**config.mk**
```make
export PLATFORM = sky130hd
export DESIGN_NAME = regfile_write_arbiter
export DESIGN_NICKNAME = d
export VERILOG_FILES = /design/src/rtl/mips_pkg.sv /design/src/rtl/regfile_write_arbiter_wb_slot.sv /design/src/rtl/regfile_write_arbiter.sv
export SDC_FILE = /design/constraint.sdc
export NUM_CORES = 1
export LEC_CHECK = 0
export CAP_MARGIN = 40
export CORE_UTILIZATION = 35
export CTS_CLUSTER_DIAMETER = 100
export DETAILED_ROUTE_END_ITERATION = 8
export MAX_ROUTING_LAYER = met4
export PLACE_DENSITY_LB_ADDON = 0.25
export SYNTH_ARGS = -nofsm -noshare
export SYNTH_HDL_FRONTEND = slang
export SYNTH_SLANG_ARGS = --single-unit
```
**constraint.sdc**
```tcl
create_clock -name clk -period 5.25 [get_ports clk]
set_clock_uncertainty 0.2 [all_clocks]
set_input_delay 1.05 -clock clk [delete_from_list [all_inputs] [get_ports clk]]
set_output_delay 1.05 -clock clk [all_outputs]
set_load 0.005 [all_outputs]
```
**src/rtl/mips_pkg.sv**
```systemverilog
// Shared definitions for the register-file writeback path: field widths,
// the writeback arbiter state encoding and a register one-hot decoder.
package mips_pkg;

  localparam int REG_W  = 5;
  localparam int DATA_W = 32;
  localparam int NREGS  = 32;

  // Occupancy of the two writeback buffers plus, when both hold an entry,
  // which one was accepted first.
  typedef enum logic [2:0] {
    EMPTY,
    A_ONLY,
    B_ONLY,
    BOTH_A_OLD,
    BOTH_B_OLD
  } arb_state_e;

  // One-hot decode of a register number into a register-file-wide mask.
  function automatic logic [NREGS-1:0] reg_onehot(input logic [REG_W-1:0] r);
    logic [NREGS-1:0] m;
    m = '0;
    m[r] = 1'b1;
    return m;
  endfunction

endpackage

```
**src/rtl/regfile_write_arbiter_wb_slot.sv**
```systemverilog
// Single-entry writeback buffer: holds one (reg, data) pair until drained.
module wb_slot
  import mips_pkg::*;
(
  input  logic              clk,
  input  logic              rst,
  input  logic              load,
  input  logic              drain,
  input  logic [REG_W-1:0]  load_reg,
  input  logic [DATA_W-1:0] load_data,
  output logic              valid,
  output logic [REG_W-1:0]  slot_reg,
  output logic [DATA_W-1:0] slot_data
);

  // Occupancy flag: a load wins over a drain so the slot can refill in the
  // same cycle it is written back.
  always_ff @(posedge clk) begin
    // NOTE: non-blocking assignments for every flop so all state updates
    // see the pre-edge values regardless of block ordering.
    if (rst) begin
      valid <= 1'b0;
    end else if (load) begin
      valid <= 1'b1;
    end else if (drain) begin
      valid <= 1'b0;
    end
  end

  // Payload capture on load.
  always_ff @(posedge clk) begin
    // NOTE: the payload is deliberately not reset; it is only ever observed
    // when valid is set, so clearing it would just cost reset fan-out.
    if (load) begin
      slot_reg  <= load_reg;
      slot_data <= load_data;
    end
  end

endmodule

```
**src/rtl/regfile_write_arbiter.sv**
```systemverilog
// Arbitrates two writeback requesters (ALU path A, load/multicycle path B)
// onto the single register-file write port, oldest entry first.
module regfile_write_arbiter
  import mips_pkg::*;
(
  input  logic              clk,
  input  logic              rst,
  input  logic              a_valid,
  input  logic [REG_W-1:0]  a_reg,
  input  logic [DATA_W-1:0] a_data,
  output logic              a_ready,
  input  logic              b_valid,
  input  logic [REG_W-1:0]  b_reg,
  input  logic [DATA_W-1:0] b_data,
  output logic              b_ready,
  output logic              wr_en,
  output logic [REG_W-1:0]  wr_reg,
  output logic [DATA_W-1:0] wr_data,
  output logic [NREGS-1:0]  busy_mask
);

  arb_state_e        state, state_n;
  logic              rr, rr_n;
  logic              grant_a, grant_b;
  logic              a_load, b_load;
  logic              a_keep, b_keep;
  logic              a_occ, b_occ;
  logic [REG_W-1:0]  a_slot_reg, b_slot_reg;
  logic [DATA_W-1:0] a_slot_data, b_slot_data;

  wb_slot u_slot_a (
    .clk       (clk),
    .rst       (rst),
    .load      (a_load),
    .drain     (grant_a),
    .load_reg  (a_reg),
    .load_data (a_data),
    .valid     (a_occ),
    .slot_reg  (a_slot_reg),
    .slot_data (a_slot_data)
  );

  wb_slot u_slot_b (
    .clk       (clk),
    .rst       (rst),
    .load      (b_load),
    .drain     (grant_b),
    .load_reg  (b_reg),
    .load_data (b_data),
    .valid     (b_occ),
    .slot_reg  (b_slot_reg),
    .slot_data (b_slot_data)
  );

  // Handshake: a buffer can take a new entry when empty or when it is being
  // written back this cycle. Requests to r0 are accepted but never buffered.
  assign a_ready = rst | ~a_occ | grant_a;
  assign b_ready = rst | ~b_occ | grant_b;
  assign a_load  = ~rst & a_valid & a_ready & (a_reg != '0);
  assign b_load  = ~rst & b_valid & b_ready & (b_reg != '0);
  assign a_keep  = a_occ & ~grant_a;
  assign b_keep  = b_occ & ~grant_b;

  // FSM state and tie-break pointer registers.
  always_ff @(posedge clk) begin
    if (rst) begin
      state <= EMPTY;
      rr    <= 1'b0;
    end else begin
      state <= state_n;
      rr    <= rr_n;
    end
  end

  // Grant decode and next-state: older entry first, ties by round-robin.
  always_comb begin
    // NOTE: every output of this block gets a default first so no path
    // leaves a variable unassigned and no latch is inferred.
    grant_a = 1'b0;
    grant_b = 1'b0;
    state_n = state;
    rr_n    = rr;

    unique case (state)
      A_ONLY, BOTH_A_OLD: grant_a = ~rst;
      B_ONLY, BOTH_B_OLD: grant_b = ~rst;
      default: ;
    endcase

    if (a_load && b_load) begin
      state_n = rr ? BOTH_B_OLD : BOTH_A_OLD;
      rr_n    = ~rr;
    end else if (a_load && b_keep) begin
      state_n = BOTH_B_OLD;
    end else if (b_load && a_keep) begin
      state_n = BOTH_A_OLD;
    end else if (a_keep && b_keep) begin
      state_n = state;
    end else if (a_load || a_keep) begin
      state_n = A_ONLY;
    end else if (b_load || b_keep) begin
      state_n = B_ONLY;
    end else begin
      state_n = EMPTY;
    end
  end

  // Register-file write port, forced to zero when idle.
  always_comb begin
    wr_en   = grant_a | grant_b;
    wr_reg  = '0;
    wr_data = '0;
    if (grant_a) begin
      wr_reg  = a_slot_reg;
      wr_data = a_slot_data;
    end else if (grant_b) begin
      wr_reg  = b_slot_reg;
      wr_data = b_slot_data;
    end
  end

  // Pending-write mask for decode stall logic; r0 is never busy.
  always_comb begin
    busy_mask = '0;
    if (a_occ) busy_mask = busy_mask | reg_onehot(a_slot_reg);
    if (b_occ) busy_mask = busy_mask | reg_onehot(b_slot_reg);
    busy_mask[0] = 1'b0;
  end

endmodule

```
# Word level (Yosys, flattened, before mapping)
# Cells that the tools add are included.
# word_totals
mem_bits_rw,0
mem_bits_ro,0
latch_bits,0
regBits,80
mem_count,0
elab_cells,74
# op_classes
n_addsub,0
shifts,0
div_mod_pow,0
mul,0
eq_ne,5
reduce_logical,14
n_lt_le_gt_ge,4
muxes,23
bitwise,20
# ops
op,count
32-bit two-way mux,4
32-bit OR,1
3-bit two-way mux,5
5-bit by 6-bit less-than comparator with 1-bit output (second input constant),2
1-bit demux with 5-bit select,2
5-bit by 1-bit greater-or-equal comparator with 1-bit output (second input constant),2
5-bit two-way mux,2
5-bit nonzero test,2
1-bit AND,8
1-bit two-way mux,8
3-bit by 2-bit == test with 1-bit output (second input constant),2
1-bit logical AND,6
1-bit inverter,6
1-bit OR,5
2-bit two-way mux,2
4-bit inequality test (second input constant),1
2-bit nonzero test,2
2-bit OR reduction,2
3-bit by 1-bit == test with 1-bit output (second input constant),1
3-bit == test (second input constant),1
1-bit logical OR,2

# Depth between registers and ports, before layout
# logic_depth
ltp_word,13
mapped_depth,7
ltp_nobuf,6

# By module
# From an unflattened synthesis, not the netlist that was laid out.
# hier_totals
cells_unflattened,238
hier_area_um2,3450.8
# by_module_without_submodules
module,n_inst,seq_area_each_um2,area_each_um2,cells_each
wb_slot,2,1131.1,1149.9,41
regfile_write_arbiter,1,80.1,1151.1,156

# Worst setup path before layout
# No wires, ideal clock.
# synth_path
path_kind,input port to flip-flop
startpoint,input b_reg[0]
endpoint,register state[1]
path_stages,5
setup_time_ns,0.076
arrival_time_ns,3.312
path_slack_ns,1.662
n_path_buf,0
path_cell_list,or4_1 -> o21ai_0 -> nor3b_2 -> o221ai_1 -> a31oi_1
# synth_via
elab_chain_len,9
elab_cells_between_ends,12
# synth_lines
element,line_no,text
start: declaration,regfile_write_arbiter.sv:13,"input logic [REG_W-1:0] b_reg,"
5-bit nonzero test (*),regfile_write_arbiter.sv:60,assign b_load = ~rst & b_valid & b_ready & (b_reg != '0);
1-bit AND (*),regfile_write_arbiter.sv:60,
net b_load,regfile_write_arbiter.sv:25,"logic a_load, b_load;"
1-bit logical OR,regfile_write_arbiter.sv:101,end else if (b_load || b_keep) begin
2-bit two-way mux,regfile_write_arbiter.sv:101,
2-bit two-way mux,regfile_write_arbiter.sv:99,end else if (a_load || a_keep) begin
3-bit two-way mux,regfile_write_arbiter.sv:97,end else if (a_keep && b_keep) begin
3-bit two-way mux,regfile_write_arbiter.sv:95,end else if (b_load && a_keep) begin
3-bit two-way mux,regfile_write_arbiter.sv:93,end else if (a_load && b_keep) begin
3-bit two-way mux,regfile_write_arbiter.sv:90,if (a_load && b_load) begin
end signal: assignment,regfile_write_arbiter.sv:70,state <= state_n;
end: declaration,regfile_write_arbiter.sv:22,"arb_state_e state, state_n;"
# The timed path passes the listed nets; every way through them passes the cells marked *. The select of a mux whose other input is x is not followed.
# A chain may end at the register's enable or synchronous reset.

# Final worst setup path
# layout_path
startpoint,input rst
endpoint,output wr_data[6]
# layout_via
elab_chain_len,4
elab_cells_between_ends,5
# layout_lines
element,line_no,text
start: declaration,regfile_write_arbiter.sv:7,"input logic rst,"
1-bit inverter (*),"regfile_write_arbiter.sv:85, regfile_write_arbiter.sv:86",
1-bit two-way mux,regfile_write_arbiter.sv:84,unique case (state)
32-bit two-way mux,regfile_write_arbiter.sv:116,end else if (grant_b) begin
32-bit two-way mux (*),regfile_write_arbiter.sv:113,if (grant_a) begin
end: declaration,regfile_write_arbiter.sv:18,"output logic [DATA_W-1:0] wr_data,"
# Every way passes the cells marked *; elsewhere a longest branch is shown, timed or not.

==> Flow_metrics.wiki <==
{| class="wikitable"
! Metric !! Value
|-
| Area fraction of the dominant cell type after synthesis || 65.4%
|-
| Final period utilization || 85.9%
|-
| Total negative slack || 0 ns
|-
| First-pass GRT wire length || 13,400 µm
|-
| Met1 track utilization from global routing || 22.7%
|-
| Most area-consuming cells after synthesis || sky130_fd_sc_hd__edfxtp_1 65%, sky130_fd_sc_hd__a22o_1 8.3%, sky130_fd_sc_hd__o22ai_1 5.7%, sky130_fd_sc_hd__dfxtp_1 3.5%, sky130_fd_sc_hd__nand3b_1 2.2%
|-
| Outcome || finished clean
|-
| FF+latch count, synth || 80
|-
| Cell leakage power || 1.71 nW
|-
| Total number of clock tree sinks || 80
|-
| Crit-path max cell delay || 0.69 ns
|-
| Total standard cell area after synthesis || 3400 µm²
|-
| Via count || 2,716
|-
| First element of the critical path || rst
|-
| Syn_area_per_cell || 13.7 µm²
|-
| Met2 usage in global routing || 29.3%
|-
| Die span in y || 101 µm
|-
| Cell with the largest stage delay on the worst path || sky130_fd_sc_hd__clkdlybuf4s50_1
|-
| Clock Latency Late Sink || 0.34 ns
|-
| Placed wire-length estimate || 6270 µm
|-
| Final Hold Violating Endpoints || 0
|-
| Largest area contributor in the netlist || sky130_fd_sc_hd__edfxtp_1
|-
| Kind of critical path || in -> out
|-
| Crit path top cell by count || sky130_fd_sc_hd__clkdlybuf4s50_1
|-
| Synthesized Nets || 326
|-
| 1st-pass router iterations || 4
|-
| Number of input and output port buffers inserted || 148
|-
| Relative area change from synthesis to final layout || 53.4%
|-
| Overall global routing resource usage || 18.2%
|-
| Critical path, cell by cell || clkdlybuf4s50_1 > nor3_2 > buf_4 > a22o_1 > clkdlybuf4s50_1
|-
| Setup crit start kind || input port
|-
| Most used DFF post-synth || sky130_fd_sc_hd__edfxtp_1
|-
| Family of cells with the greatest summed delay on the critical path || buffers and inverters
|-
| Remaining DRCs || 0
|-
| Fin crit period || 4.51 ns
|-
| Clock tree from TritonCTS || yes
|-
| Launch instance of the worst min-delay path || rr$_SDFFE_PP0P_
|-
| Number of global-route vias before repair || 2,623
|-
| Data arrival time of the critical path || 3.26 ns
|-
| VDD IR max || 0.000177 V
|-
| Initial DRC Count || 136
|-
| CTS-repair resized insts || 0
|-
| Routability congestion estimate || 0.797
|-
| Class of the tightest hold or removal check || reg -> reg
|-
| Highest clock rate || 222 MHz
|-
| Core area || 9330 µm²
|-
| GRT met3 Usage || 4.16%
|-
| Registers with the highest flip-flop counts || u_slot_a.slot_data x32, u_slot_b.slot_data x32
|-
| Category of the worst setup path capture point || primary output
|-
| Maximum root-to-sink buffer count || 2
|-
| Rows || 35
|-
| Clock transition time at the flip-flop clock pins of the worst setup and hold paths || 0.09 ns
|-
| Clock Tree Root || sky130_fd_sc_hd__clkbuf_8
|-
| Number of enable-type register cells in the synthesized netlist || 74
|-
| Fraction of registers with async set/reset || 0%
|-
| Actual slew at the worst max-slew pin || 0.737 ns
|-
| Floorplan die width || 101 µm
|-
| Count of distinct cell types in the synthesized netlist || 35
|-
| Final setup violation count || 0
|-
| Unrepaired setup endpoints after global routing || false
|-
| Final core utilization || 55.9%
|-
| Data required time of the critical path || 4.00 ns
|-
| Largest net degree at the start of global routing || 39
|-
| Number of violations of the max-capacitance limit || 0
|-
| Headroom to the max-slew limit || 50.8%
|-
| Number of max-slew violations in the final report || 0
|-
| Number of filler cells placed in the layout || 790
|-
| Wire length per cell after detailed routing || 16.5 µm
|-
| Maximum level of the CTS H-tree || 3
|-
| Number of cells produced by synthesis || 248
|-
| Remaining global-route overflow || 0
|-
| Clock buffer count from CTS || 9
|-
| Synth top cells by count || 74 x sky130_fd_sc_hd__edfxtp_1, 32 x sky130_fd_sc_hd__a22o_1, 31 x sky130_fd_sc_hd__o22ai_1
|-
| YS warnings || 0
|-
| Hold_buf cts || 0
|-
| Die footprint || 10,100 µm²
|-
| Initial Util || 36.4%
|-
| Nets || 470
|-
| Initial antenna violation count || 0
|-
| Number of antenna diodes || 0
|-
| Remaining antenna violation count || 0
|-
| Worst reg2reg startpoint || state[0]$_SDFFE_PP0P_
|-
| Total detailed-routing wirelength || 8660 µm
|-
| Ratio of cells with drive above 1 in the final layout || 8.06%
|-
| Post-CTS Setup Inserts || 0
|-
| Most repeated cell in the gate-level netlist after synthesis || sky130_fd_sc_hd__edfxtp_1
|-
| P per Cell Area || 269 nW/µm²
|-
| Worst-path maximum fanout || 18
|-
| Most heavily used metal layer in global routing || met2
|-
| # IOs || 150
|-
| Proportion of synthesized chip area in sequential cells || 69.0%
|-
| Average vias per placed instance || 5.16
|-
| Critical path buffers and inverters || 3
|-
| Total chip power || 0.00140 W
|}
==> placed cells by master (no fill, tap or decap), drive strengths merged, types with 6 or more instances in the layout <==
| master | netlist | routed |
|---|---|---|
| or3b | 6 | 6 |
| nand3b | 10 | 10 |
| clkdlybuf4s50 | 0 | 148 |
| edfxtp | 74 | 74 |
| a22o | 32 | 32 |
| a21oi | 9 | 9 |
| clkbuf | 14 | 9 |
| o22ai | 31 | 31 |
| nor2 | 6 | 6 |
| buf | 7 | 6 |
| nand2 | 16 | 16 |
| dfxtp | 6 | 6 |
==> cell families (layout without fill, tap and decap cells) <==
| kind of cell | count (synthesis) | in the layout | synth area share [%] |
|---|---|---|---|
| compound gates | 82 | 82 | 17.2 |
| xor+xnor | 1 | 1 | 0.258 |
| buf+inv | 23 | 172 | 2.80 |
| flops | 80 | 80 | 69.0 |
| simple gates | 61 | 61 | 10.6 |
| other cells | 1 | 1 | 0.110 |
==> routing by layer <==
| layer | share of wire (%) | wire [µm] |
|---|---|---|
| met1 | 42 | 3640 |
| met2 | 48 | 4150 |
| met3 | 9.2 | 796 |
| met4 | 0.88 | 76 |
| met5 | 0 | 0 |
==> power breakdown <==
group | switching [W] | leakage (nW) | internal, W | total [W]
clock | 0.000236 | 0.0977 | 0.000225 | 0.000460
sequential | 0.0000180 | 0.738 | 0.000731 | 0.000749
combinational | 0.0000749 | 0.875 | 0.000119 | 0.000194
total | 0.000329 | 1.71 | 0.00107 | 0.00140
==> path summary, 6_finish.rpt <==
check | depth (start not counted) | slack (ns) | endpoint
min reg2reg | 2 | 0.28 | rr$_SDFFE_PP0P_
max | 5 | 0.74 | wr_data[6]
min | 2 | 0.28 | rr$_SDFFE_PP0P_
max reg2reg | 7 | 2.77 | state[2]$_SDFFE_PP0P_
==> stage by stage <==
stage	hold WS, ns	cells	instance area (µm²)	setup WS, ns
floorplan	0.240	248	3400	1.66
global placement	0.256	510	5010	0.796
detailed placement	0.265	510	5010	0.768
CTS	0.278	526	5210	0.747
global route	0.356	526	5210	0.625
finish	0.282	526	5210	0.741
==> worst register-to-register path: cells and delay by family (launching register included) <==
kind | cells | cell delay, ns
AOI/OAI and AO/OA | 3 | 0.51
buffers and inverters | 2 | 0.99
DFF | 1 | 0.50
and+or+nand+nor | 2 | 0.21
==> layout make-up <==
cell class	count	area [µm²]	area share (%)
sequential	80	2340	45.0
tap	129	161	3.10
clock buffer	9	124	2.38
timing repair buffer	154	1530	29.3
clock inverter	7	78.8	1.51
multi-input combinational	145	970	18.6
inverter	2	7.51	0.144
Note: power is estimated with default switching activity, not from simulation.
